### src/rtl/rvfi_commit_packer.sv
// RVFI producer: turns per-port commit/exception events at the commit stage into
// registered rvfi_instr_t records, numbering retirements and flagging out-of-order acks.

package riscv;
  localparam int unsigned XLEN = 64;
  localparam int unsigned VLEN = 64;
endpackage

package rvfi_pkg;
  typedef struct packed {
    logic                      valid;
    logic [63:0]               order;
    logic [31:0]               insn;
    logic                      trap;
    logic                      halt;
    logic                      intr;
    logic [1:0]                mode;
    logic [1:0]                ixl;
    logic [4:0]                rs1_addr;
    logic [4:0]                rs2_addr;
    logic [riscv::XLEN-1:0]    rs1_rdata;
    logic [riscv::XLEN-1:0]    rs2_rdata;
    logic [4:0]                rd_addr;
    logic [riscv::XLEN-1:0]    rd_wdata;
    logic [riscv::VLEN-1:0]    pc_rdata;
    logic [riscv::VLEN-1:0]    pc_wdata;
    logic [riscv::VLEN-1:0]    mem_addr;
    logic [riscv::XLEN/8-1:0]  mem_rmask;
    logic [riscv::XLEN/8-1:0]  mem_wmask;
    logic [riscv::XLEN-1:0]    mem_rdata;
    logic [riscv::XLEN-1:0]    mem_wdata;
  } rvfi_instr_t;
endpackage

// Each rvfi_o[i] record is a one-cycle pulse qualified by its valid or trap bit;
// there is no ready signal, so the consumer must take every record it is shown.
module rvfi_commit_packer #(
  parameter int NR_COMMIT_PORTS = 2,
  parameter int ORDER_W         = 64  // at most 64, the width of the order field
) (
  input  logic                                          clk_i,
  input  logic                                          rst_ni,
  input  logic [NR_COMMIT_PORTS-1:0]                    commit_ack_i,
  input  logic [NR_COMMIT_PORTS-1:0][riscv::VLEN-1:0]   commit_pc_i,
  input  logic [NR_COMMIT_PORTS-1:0][31:0]              commit_insn_i,
  input  logic [NR_COMMIT_PORTS-1:0][4:0]               commit_rd_addr_i,
  input  logic [NR_COMMIT_PORTS-1:0]                    commit_rd_fp_i,
  input  logic [NR_COMMIT_PORTS-1:0][riscv::XLEN-1:0]   commit_rd_wdata_i,
  input  logic                                          ex_valid_i,
  input  logic [1:0]                                    priv_lvl_i,
  input  logic                                          flush_i,
  output rvfi_pkg::rvfi_instr_t [NR_COMMIT_PORTS-1:0]   rvfi_o,
  output logic                                          order_err_o
);

  rvfi_pkg::rvfi_instr_t [NR_COMMIT_PORTS-1:0] rvfi_d, rvfi_q;
  logic [ORDER_W-1:0]                          order_d, order_q;
  logic                                        order_err_d, order_err_q;
  logic [NR_COMMIT_PORTS-1:0]                  slot_valid, slot_trap;

  // Exceptions are always charged to port 0 and squash every younger port.
  always_comb begin
    slot_valid    = '0;
    slot_trap     = '0;
    slot_trap[0]  = ex_valid_i;
    slot_valid[0] = commit_ack_i[0] & ~ex_valid_i;
    for (int i = 1; i < NR_COMMIT_PORTS; i++) begin
      slot_valid[i] = commit_ack_i[i] & ~ex_valid_i & ~flush_i;
    end
  end

  always_comb begin
    rvfi_d      = '0;
    order_d     = order_q;
    order_err_d = order_err_q;
    for (int i = 0; i < NR_COMMIT_PORTS; i++) begin
      if (slot_valid[i] || slot_trap[i]) begin
        rvfi_d[i].valid    = slot_valid[i];
        rvfi_d[i].trap     = slot_trap[i];
        rvfi_d[i].order    = 64'(order_d);
        rvfi_d[i].insn     = commit_insn_i[i];
        rvfi_d[i].mode     = priv_lvl_i;
        rvfi_d[i].pc_rdata = commit_pc_i[i];
        // x0 writes are reported as zero; f0 is a real register and keeps its data.
        if (!slot_trap[i]) begin
          rvfi_d[i].rd_addr = commit_rd_addr_i[i];
          if (commit_rd_addr_i[i] != 5'd0 || commit_rd_fp_i[i]) begin
            rvfi_d[i].rd_wdata = commit_rd_wdata_i[i];
          end
        end
        order_d = order_d + ORDER_W'(1);
      end
    end
    for (int i = 1; i < NR_COMMIT_PORTS; i++) begin
      if (commit_ack_i[i] && !commit_ack_i[0]) begin
        order_err_d = 1'b1;
      end
    end
  end

  always_ff @(posedge clk_i or negedge rst_ni) begin
    if (!rst_ni) begin
      rvfi_q      <= '0;
      order_q     <= '0;
      order_err_q <= 1'b0;
    end else begin
      rvfi_q      <= rvfi_d;
      order_q     <= order_d;
      order_err_q <= order_err_d;
    end
  end

  assign rvfi_o      = rvfi_q;
  assign order_err_o = order_err_q;

endmodule

### config.mk
export PLATFORM = sky130hd
export DESIGN_NAME = rvfi_commit_packer
export DESIGN_NICKNAME = d
export VERILOG_FILES = /design/src/rtl/rvfi_commit_packer.sv
export SDC_FILE = /design/constraint.sdc
export NUM_CORES = 1
export LEC_CHECK = 0
export CORE_AREA = 2 2 631 633
export CTS_BUF_LIST = sky130_fd_sc_hd__clkbuf_4
export CTS_CLUSTER_SIZE = 40
export DETAILED_ROUTE_END_ITERATION = 6
export DIE_AREA = 0 0 633 635
export SLEW_MARGIN = 20
export SYNTH_ARGS = -nofsm -noshare
export SYNTH_HDL_FRONTEND = slang
export SYNTH_SLANG_ARGS = --single-unit
### constraint.sdc
create_clock -name clk_i -period 11.9 [get_ports clk_i]
set_input_delay 1.19 -clock clk_i [delete_from_list [all_inputs] [get_ports clk_i]]
set_output_delay 1.19 -clock clk_i [all_outputs]
set_load 0.01 [all_outputs]
==> metrics.txt, run 1 <==
largest net degree at the start of global routing=121; Die Height=635 um; max-slew violation count=0; Post-Route WL=171,000 um; final hold vios=0; Filler cells=45,700; vias in the first global route=17,000; highest routed layer=met5; Slew headroom=0.227; fin nets=3,621; routability cong.=0.823; CTS Buf Count=155; Gate Count Post-Synth=2,375; Period minus WS final=4.87 ns; crit path DAT=5.93 ns; Final ANT Viol Nets=0; CP Max Fanout=68; FF+latch count, synth=530; WL met1=49,000 um; Req. time, crit path=12.96 ns; Async S/R FF share, synth=1.00; yosys warns=0; Vias=18,500; fmax=0.205 GHz; Clock Tree Root=clkbuf_4; Leak=15.9 nW; Post-synth EDFFs=0; Ports=1,635; most frequent cells in the layout=conb_1, clkdlybuf4s50_1, dfrtp_1; post-synth top area share=0.514; Synth area leaders=dfrtp_1, buf_4, and2_1; Met3 Wirelength=13,300 um; RSZ-0062 raised after global routing=false; initial antenna violation count=164; predominant post-synthesis flop cell=dfrtp_1; power density over the cells=113 nW/um^2; Hold WS=0.463 ns; WS Path Type=primary input to flop; Slew @ Worst Pin=1.15 ns; Initial DRT Pass Iterations=5; initial DRC count=941; Vias/cell=2.14; Max Root-Sink Buffers=4; syn_area_per_cell=10.9 sq um; fin util=0.0992; initial core utilization=0.0653; HPWL after detailed placement=147,000 um; Clk pin slew, worst setup/hold paths=0.08 ns; worst hold path class=flop to flop; Clock power frac=0.411; CP startpoint kind=primary input; metal2 WL=103,000 um; Max-cap violations=0; Sequential Power Share=0.436; sequential share of the synthesized area=0.514; core area=395,000 sq um; Sw Share=0.311; library cells used by synthesis=62; Psw=1.37 mW; gr usage total=0.0811; layout cells sized above 1=0.0816; Sinks on Clock Net=530; CP endpoint kind=flop; Comb power frac=0.152; setup TNS=0 ns; Syn-to-layout area delta=51.8%; Tcrit/Tclk final=0.409; area leader, netlist=dfrtp_1; Final Skew=0.104 ns; Residual DRC=0; Rows=231; number of H-tree levels=4; first-pass GRT wire length=205,000 um; Max VDD drop=48.3 uV; TritonCTS clock tree=done; GR Overflow Total=0; status=finished clean; mapped cell area=25,800 sq um; Buffers on Ports=805; P_int=3.04 mW; most common cell after layout, fill and taps aside=conb_1; Die X=633 um; drt wl/cell=19.7 um; Skew-Pair Late Insertion Delay=1.14 ns; setup violators final=0; die area=402,000 sq um
[power groups by stage]
stage	clock network [mW]	logic (mW)	registers, mW
global route	2.00	0.726	1.93
detailed placement	0	0.685	1.96
global placement	0	0.684	1.96
floorplan	0	0.467	1.96
finish	1.82	0.671	1.93
CTS	1.93	0.688	1.93
[final timing paths]
kind | depth (start not counted) | slack (ns) | end | startpoint
max in group asynchronous | 4 | 8.79 | rvfi_o[277]$_DFF_PN0_ | rst_ni
setup / recovery | 11 | 7.03 | order_q[60]$_DFF_PN0_ | commit_ack_i[0]
hold reg to reg | 1 | 0.46 | order_err_o$_DFFE_PN0P_ | order_err_o$_DFFE_PN0P_
setup reg to reg | 10 | 7.08 | order_q[60]$_DFF_PN0_ | order_q[1]$_DFF_PN0_
hold / removal | 1 | 0.46 | order_err_o$_DFFE_PN0P_ | order_err_o$_DFFE_PN0P_
min in group asynchronous | 2 | 0.65 | rvfi_o[1199]$_DFF_PN0_ | rst_ni
[stage by stage]
stage	std cells	setup slack (ns)	total power, mW	instance area (sq um)
2_1_floorplan	3203	7.41	2.43	28900
3_3_place_gp	8360	6.06	2.64	37100
3_5_place_dp	8360	5.84	2.64	37100
5_1_grt	8637	6.75	4.66	39100
4_1_cts	8625	7.18	4.55	39000
6_report	8655	7.03	4.41	39100
[routing by layer]
metal | global-route usage | vias to the layer above
met2 | 0.177 | 1381
met3 | 0.0228 | 386
met5 | 0 | -
li1 | - | 7768
met1 | 0.0686 | 8972
met4 | 0.0204 | 28
[layout make-up]
type                       instances  area [sq um]  share of cell area
inverter                          14          57.6             0.00147
clock inverter                    55           340             0.00869
tap                             5242          6560               0.168
clock buffer                     209          1570              0.0401
multi-input combinational       1756          9070               0.232
sequential                       530         13300               0.339
antenna                           29          72.6             0.00185
timing repair buffer             820          8210               0.210
[critical path, stage by stage]
cell and delay [ns]:
clkdlybuf4s50_1 0.61, nor2_1 0.74, inv_4 0.45, ha_1 0.47, ha_1 0.18, nand4_1 0.17, nor2_1 0.32, nand3_1 0.52
nor4_2 0.69, nor4b_1 0.39, xnor2_1 0.17
[flip-flops by register name, summed over array words and instances, names as in the netlist]
name and flops:
order_err_o 1, order_q 64, rvfi_o 465
[cells in the mapped netlist (all sizes together) (2+ instances only)]
cell type and instances:
o2111a 2, o21a 4, nand2 56, dfrtp 530
or2 4, nor4b 4, and2 397, ha 4
and3 14, mux2i 2, or3 2, nor4 38
clkbuf 61, nor3b 7, and4 10, nand3 38
nand4b 6, nor4bb 2, nand3b 3, or4 7
nor2 105, xor2 35, buf 842, a21oi 8
or4b 5, nor2b 8, o211ai 2, inv 14
o21ai 5, nor3 32, xnor2 83, nand4 30
[what timing repair did]
item                      CTS  global route
hold endpoints to repair   22             0
gates resized for setup     0             0
setup buffers               0             0
hold buffers                1             0
[cells by family after synthesis]
family	count (synthesis)	synth area share
AND/OR/NAND/NOR	770	0.178
multiplexers	2	0.000776
buffers and inverters	917	0.255
other	1	0.000145
AO/OA/AOI/OAI	33	0.00985
flip-flops	530	0.514
XOR/XNOR	118	0.0401
adder cells (fa/ha/maj)	4	0.00194
(Power assumes the default switching activity.)
==> inputs of run 2 (changes only) <==
--- a/config.mk
+++ b/config.mk
@@ -5,11 +5,11 @@
 export SDC_FILE = /design/constraint.sdc
 export NUM_CORES = 1
 export LEC_CHECK = 0
-export CORE_AREA = 2 2 631 633
+export CORE_AREA = 2 2 636 638
 export CTS_BUF_LIST = sky130_fd_sc_hd__clkbuf_4
 export CTS_CLUSTER_SIZE = 40
 export DETAILED_ROUTE_END_ITERATION = 6
-export DIE_AREA = 0 0 633 635
+export DIE_AREA = 0 0 638 640
 export SLEW_MARGIN = 20
 export SYNTH_ARGS = -nofsm -noshare
 export SYNTH_HDL_FRONTEND = slang
==> constraint.sdc (replaced) <==
create_clock -name clk_i -period 5.1 [get_ports clk_i]
set_input_delay 0.51 -clock clk_i [delete_from_list [all_inputs] [get_ports clk_i]]
set_output_delay 0.51 -clock clk_i [all_outputs]
set_load 0.01 [all_outputs]
==> run 2 against run 1 <==
Clock-buffer cell count unchanged. Via count increased by 7.2%. Sequential power increased by 130%. Cell count increased by 4.9%. Setup slack got worse by 6.3 ns. Design area increased by 9.7%. Sequential share of layout area decreased by 3.0 points. Largest power group is now clock. Highest routed layer unchanged.
==> metrics.txt, run 2 (same netlist as run 1, synthesis figures left out) <==
placed cell area=37,400 sq um (was 37,100 sq um); crit path DAT=5.31 ns (was 5.93 ns); R2R depth=10 (unchanged); fin nets=3,984 (was 3,621); Sinks on Clock Net=530 (unchanged); Leak=17.5 nW (was 15.9 nW); final cell count without fillers=9,078 (was 8,655); Comb power frac=0.175 (was 0.152); initial antenna violation count=174 (was 164); number of H-tree levels=4 (unchanged); Clock power frac=0.413 (was 0.411); TritonCTS clock tree=done (unchanged); pre-CTS WS=0.472 ns (was 5.84 ns); fmax=0.231 GHz; CP Max Fanout=9 (was 68); Hold WS=0.146 ns (was 0.463 ns); worst hold path class=primary input to flop (was flop to flop); power density over the cells=254 nW/um^2 (was 113 nW/um^2); CP startpoint kind=flop (was primary input); vias in the first global route=18,900 (was 17,000); hold depth=2 (was 1); Initial DRT Pass Iterations=6 (was 5); most numerous cell on the critical path=or4_1; Max VDD drop=107 uV (was 48.3 uV); drt wl/cell=19.4 um (was 19.7 um); WP depth=10 (was 11); Die X=638 um (was 633 um); RSZ-0062 raised after global routing=false (unchanged); Setup Fix Bufs, Post-CTS=0 (unchanged); buffers and inverters on the worst path=0 (was 2); final instance area=43,000 sq um (was 39,100 sq um); core area=401,000 sq um (was 395,000 sq um); Largest register FFs=465 (unchanged); setup violators final=0 (unchanged); Period minus WS final=4.33 ns; Post-Route WL=176,000 um (was 171,000 um); Tcrit/Tclk final=0.850; Final Skew=0.0616 ns (was 0.104 ns); Skew-Pair Late Insertion Delay=1.15 ns (was 1.14 ns); initial core utilization=0.0643 (was 0.0653); most common cell after layout, fill and taps aside=conb_1 (unchanged); max-slew violation count=0 (unchanged); CP endpoint kind=flop (unchanged); Sequential Area=13,300 sq um (unchanged); first-pass GRT wire length=212,000 um (was 205,000 um); multi-input logic area=9070 sq um (unchanged); Die Height=640 um (was 635 um); Residual DRC=0 (unchanged); Critical Path Max Stage Delay=0.60 ns (was 0.74 ns); WL met1=53,500 um (was 49,000 um); CP top delay family=simple AND/OR/NAND/NOR gates (unchanged); layout cells sized above 1=0.0822 (was 0.0816); Req. time, crit path=6.08 ns (was 12.96 ns); Met3 Wirelength=11,700 um (was 13,300 um); Buffers on Ports=805 (unchanged); die area=408,000 sq um (was 402,000 sq um); crit-path cells=ha_1 -> o2111ai_2 -> or4_1 -> xnor2_1 -> or4b_4 -> nor4_2 -> nand4_1 -> or4_1 -> or4b_1 -> xor2_1 (was clkdlybuf4s50_1 -> nor2_1 -> inv_4 -> ha_1 -> ha_1 -> nand4_1 -> nor2_1 -> nand3_1 -> nor4_2 -> nor4b_1 -> xnor2_1); Max-cap violations=0 (unchanged); final worst setup slack=0.766 ns (was 7.03 ns); Clk pin slew, worst setup/hold paths=0.08 ns (about the same); HPWL after detailed placement=150,000 um (was 147,000 um); Vias=19,900 (was 18,500); Final ANT Viol Nets=0 (unchanged); WS Path Type=flop to flop (was primary input to flop); most frequent cells in the layout=conb_1, clkdlybuf4s50_1, dfrtp_1 (unchanged); Slew headroom=0.367 (was 0.227); largest net degree at the start of global routing=111 (was 121); metal2 WL=104,000 um (was 103,000 um); setup TNS=0 ns (unchanged); routability cong.=0.859 (was 0.823); highest routed layer=met5 (unchanged); Sequential Power Share=0.412 (was 0.436); Vias/cell=2.19 (was 2.14); initial DRC count=991 (was 941); Placed Instances=8,430 (was 8,360); Filler cells=45,900 (was 45,700); Rows=233 (was 231); Slew @ Worst Pin=0.950 ns (was 1.15 ns); CTS Buf Count=159 (was 155); gr usage total=0.0821 (was 0.0811); GR Overflow Total=0 (unchanged); Ports=1,635 (unchanged); status=finished clean (unchanged); P_int=7.52 mW (was 3.04 mW); Max Root-Sink Buffers=4 (unchanged); Syn-to-layout area delta=66.5% (was 51.8%); Worst R2R Setup Slack=0.77 ns (was 7.08 ns); Clock Tree Root=clkbuf_4 (unchanged); final hold vios=0 (unchanged); Slowest cell on crit path=or4b_4 (was nor2_1); Psw=3.37 mW (was 1.37 mW); Sw Share=0.309 (was 0.311)
run 2: cell count changes in the layout (fill, tap and decap cells not counted):
cell,before,now
clkinv_4,2,1
clkinv_2,15,17
clkinv_1,34,22
buf_12,1,6
dlygate4sd3_1,1,335
bufinv_16,4,9
diode_2,29,54
buf_6,1,0
buf_4,11,32
run 2: final timing paths:
path	start	endpoint
worst min register to register	order_err_o$_DFFE_PN0P_	order_err_o$_DFFE_PN0P_
worst max register to register	order_q[0]$_DFF_PN0_	order_q[53]$_DFF_PN0_
worst max-delay path	order_q[0]$_DFF_PN0_	order_q[53]$_DFF_PN0_
worst min-delay path	commit_insn_i[6]	rvfi_o[556]$_DFF_PN0_
min in group asynchronous	rst_ni	rvfi_o[333]$_DFF_PN0_
max in group asynchronous	rst_ni	rvfi_o[280]$_DFF_PN0_
run 2: metal layers:
layer,vias to the layer above,global-route usage
met5,-,0
met2,1363,0.175
li1,8512,-
met4,22,0.0255
met1,9607,0.0734
met3,369,0.0196
run 2: final cells by class:
type                            instances  share of cell area
Sequential cell                       530               0.309
Timing Repair Buffer                 1179               0.275
Multi-Input combinational cell       1756               0.211
Tap cell                             5287               0.154
Clock buffer                          209              0.0365
Clock inverter                         49              0.0104
Antenna cell                           54             0.00315
Inverter                               14             0.00134
run 2: per-stage QoR:
step	utilization	power, mW
CTS	0.107	11.2
finish	0.107	10.9
floorplan	-	5.67
global placement	0.0932	6.19
detailed placement	0.0932	6.21
global route	0.107	11.5
run 2: timing repair:
action / CTS / global route
hold buffers: 336 / 0
endpoints found under the hold margin: 445 / 0
resized for setup: 0 / 0
run 2: power groups by stage:
stage	clock network, mW	logic [mW]	registers [mW]
global placement	0	1.63	4.56
CTS	4.78	1.96	4.48
detailed placement	0	1.65	4.56
global route	4.94	2.05	4.50
floorplan	0	1.09	4.58
finish	4.50	1.91	4.49
==> inputs of run 3 (changes only) <==
--- a/config.mk
+++ b/config.mk
@@ -5,11 +5,11 @@
 export SDC_FILE = /design/constraint.sdc
 export NUM_CORES = 1
 export LEC_CHECK = 0
-export CORE_AREA = 2 2 636 638
+export CORE_AREA = 2 2 634 636
 export CTS_BUF_LIST = sky130_fd_sc_hd__clkbuf_4
 export CTS_CLUSTER_SIZE = 40
 export DETAILED_ROUTE_END_ITERATION = 6
-export DIE_AREA = 0 0 638 640
+export DIE_AREA = 0 0 636 638
 export SLEW_MARGIN = 20
 export SYNTH_ARGS = -nofsm -noshare
 export SYNTH_HDL_FRONTEND = slang
==> constraint.sdc (replaced) <==
create_clock -name clk_i -period 3.5 [get_ports clk_i]
set_input_delay 0.35 -clock clk_i [delete_from_list [all_inputs] [get_ports clk_i]]
set_output_delay 0.35 -clock clk_i [all_outputs]
set_load 0.01 [all_outputs]
==> run 3 against run 2 <==
The flow now finishes with violations (setup timing). Total power grew 41%. Cell count increased by 1.5%. Sequential power up 45%. Clock skew increased by 0.0031 ns. Sequential share of layout area fell by 0.90 points. Design area grew 3.0%. Via count rose by 2.4%. Clock power is 31% higher. First-iteration DRC count up 5.9%.
==> metrics.txt, run 3 (same netlist as run 1, synthesis figures left out) <==
HPWL after detailed placement=140,000 um (was 150,000 um); layout cells sized above 1=0.125 (was 0.0822); largest net degree at the start of global routing=111 (unchanged); Max Root-Sink Buffers=4 (unchanged); CTS Buf Count=152 (was 159); Rows=232 (was 233); CP endpoint kind=flop (unchanged); Buffers on Ports=805 (unchanged); crit path DAT=4.57 ns (was 5.31 ns); Max VDD drop=183 uV (was 107 uV); number of H-tree levels=4 (unchanged); final worst setup slack=-0.0505 ns (was 0.766 ns); Slew @ Worst Pin=0.792 ns (was 0.950 ns); Sequential Area=13,300 sq um (about the same); die area=406,000 sq um (was 408,000 sq um); Filler cells=45,600 (was 45,900); gr usage total=0.0774 (was 0.0821); Ports=1,635 (unchanged); most common cell after layout, fill and taps aside=conb_1 (unchanged); multi-input logic area=9280 sq um (was 9070 sq um); Die Height=638 um (was 640 um); GR Overflow Total=0 (unchanged); Tcrit/Tclk final=1.01; max-slew violation count=0 (unchanged); first-pass GRT wire length=203,000 um (was 212,000 um); Largest register FFs=465 (unchanged); Placed Instances=8,577 (was 8,430); CP startpoint kind=primary input (was flop); setup violators final=4 (was 0); Syn-to-layout area delta=71.5% (was 66.5%); Residual DRC=0 (unchanged); Final ANT Viol Nets=0 (unchanged); Initial DRT Pass Iterations=5 (was 6); buffers and inverters on the worst path=4 (was 0); core area=399,000 sq um (was 401,000 sq um); Clock Tree Root=clkbuf_4 (unchanged); CP top delay family=simple AND/OR/NAND/NOR gates (unchanged); fin util=0.111 (was 0.107); Post-Route WL=165,000 um (was 176,000 um); TritonCTS clock tree=done (unchanged); Slowest cell on crit path=or4_4 (was or4b_4); Tot Pwr=15.4 mW (was 10.9 mW); Hold WS=0.231 ns (was 0.146 ns); placed cell area=38,800 sq um (was 37,400 sq um); final instance area=44,300 sq um (was 43,000 sq um); power density over the cells=348 nW/um^2 (was 254 nW/um^2); CP Max Fanout=5 (was 9); pre-CTS WS=-0.728 ns (was 0.472 ns); fin nets=4,149 (was 3,984); initial core utilization=0.0647 (was 0.0643); Critical Path Max Stage Delay=0.60 ns (about the same); status=finished with violations (was finished clean); Clk pin slew, worst setup/hold paths=0.06 ns (was 0.08 ns); Req. time, crit path=4.52 ns (was 6.08 ns); final cell count without fillers=9,212 (was 9,078); Period minus WS final=3.55 ns; setup TNS=-0.146 ns (was 0 ns); initial antenna violation count=141 (was 174); fmax=0.282 GHz; RSZ-0062 raised after global routing=true (was false); crit-path cells=dlygate4sd3_1 -> clkdlybuf4s50_1 -> buf_12 -> o211ai_2 -> buf_4 -> or4_4 -> nor4_4 -> xnor2_2 -> a211oi_4 -> nand3_1 -> or4_4 -> or4b_4 -> xor2_1 (was ha_1 -> o2111ai_2 -> or4_1 -> xnor2_1 -> or4b_4 -> nor4_2 -> nand4_1 -> or4_1 -> or4b_1 -> xor2_1); Leak=18.3 nW (was 17.5 nW); Sinks on Clock Net=530 (unchanged); failing checks=setup timing; most numerous cell on the critical path=or4_4 (was or4_1); Vias=20,400 (was 19,900); final hold vios=0 (unchanged); drt wl/cell=17.9 um (was 19.4 um); most frequent cells in the layout=conb_1, clkdlybuf4s50_1, dfrtp_1 (unchanged); Skew-Pair Late Insertion Delay=1.13 ns (was 1.15 ns); Vias/cell=2.21 (was 2.19); WS Path Type=primary input to flop (was flop to flop); initial DRC count=1,049 (was 991); vias in the first global route=19,600 (was 18,900); Max-cap violations=0 (unchanged); worst hold path class=primary input to flop (unchanged); routability cong.=0.858 (was 0.859); Slew headroom=0.471 (was 0.367); Final Skew=0.0646 ns (was 0.0616 ns); Die X=636 um (was 638 um)
-- run 3: cell types whose count changed in the layout (fill, tap and decap cells not counted), sizes merged --
cell         delta
buf           +171
clkbuf          -6
bufinv          -6
diode           -6
clkinv          -1
dlygate4sd3     +1
inv             +3
-- run 3: area by class of cell --
class,instances,share of cell area
multi-input combinational,1756,0.210
tap,5265,0.149
antenna,48,0.00271
clock inverter,45,0.00591
inverter,14,0.00130
timing repair buffer,1351,0.297
clock buffer,203,0.0344
sequential,530,0.300
-- run 3: layer usage --
metal  part of all wire  vias up  global-route usage
li1                   -     8823                   -
met4              0.052       18              0.0331
met3              0.069      351              0.0207
met5            0.00077        -                   0
met1               0.30     9881              0.0691
met2               0.57     1281               0.159
-- run 3: path summary, 6_finish.rpt --
kind                                          from                       to  slack [ns]  cells past startpoint
setup / recovery                        ex_valid_i    order_q[53]$_DFF_PN0_       -0.05                     13
hold / removal                             flush_i   rvfi_o[1237]$_DFF_PN0_        0.23                      5
setup reg to reg              order_q[3]$_DFF_PN0_    order_q[53]$_DFF_PN0_       -0.05                     10
hold reg to reg            order_err_o$_DFFE_PN0P_  order_err_o$_DFFE_PN0P_        0.50                      1
max in group asynchronous                   rst_ni   rvfi_o[1031]$_DFF_PN0_        2.34                      4
min in group asynchronous                   rst_ni    rvfi_o[346]$_DFF_PN0_        0.59                      4
-- run 3: repair_timing --
item | in CTS | in global routing
gates resized for setup | 13 | 19
buffers inserted | 2 | 0
pin swaps | 5 | 9
hold endpoints to repair | 866 | 0
setup endpoints to repair | 12 | 18
hold buffers | 337 | 0
-- run 3: tightest hold or removal path: cells and delay by family --
kind / cells / cell delay (ns)
AOI/OAI and AO/OA: 1 / 0.07
buffers and inverters: 2 / 0.62
and+or+nand+nor: 2 / 0.26
-- run 3: power by group --
group	internal, mW	switching [mW]
Combinational	1.32	1.67
Clock	2.90	3.01
Sequential	6.37	0.119
Total	10.6	4.80
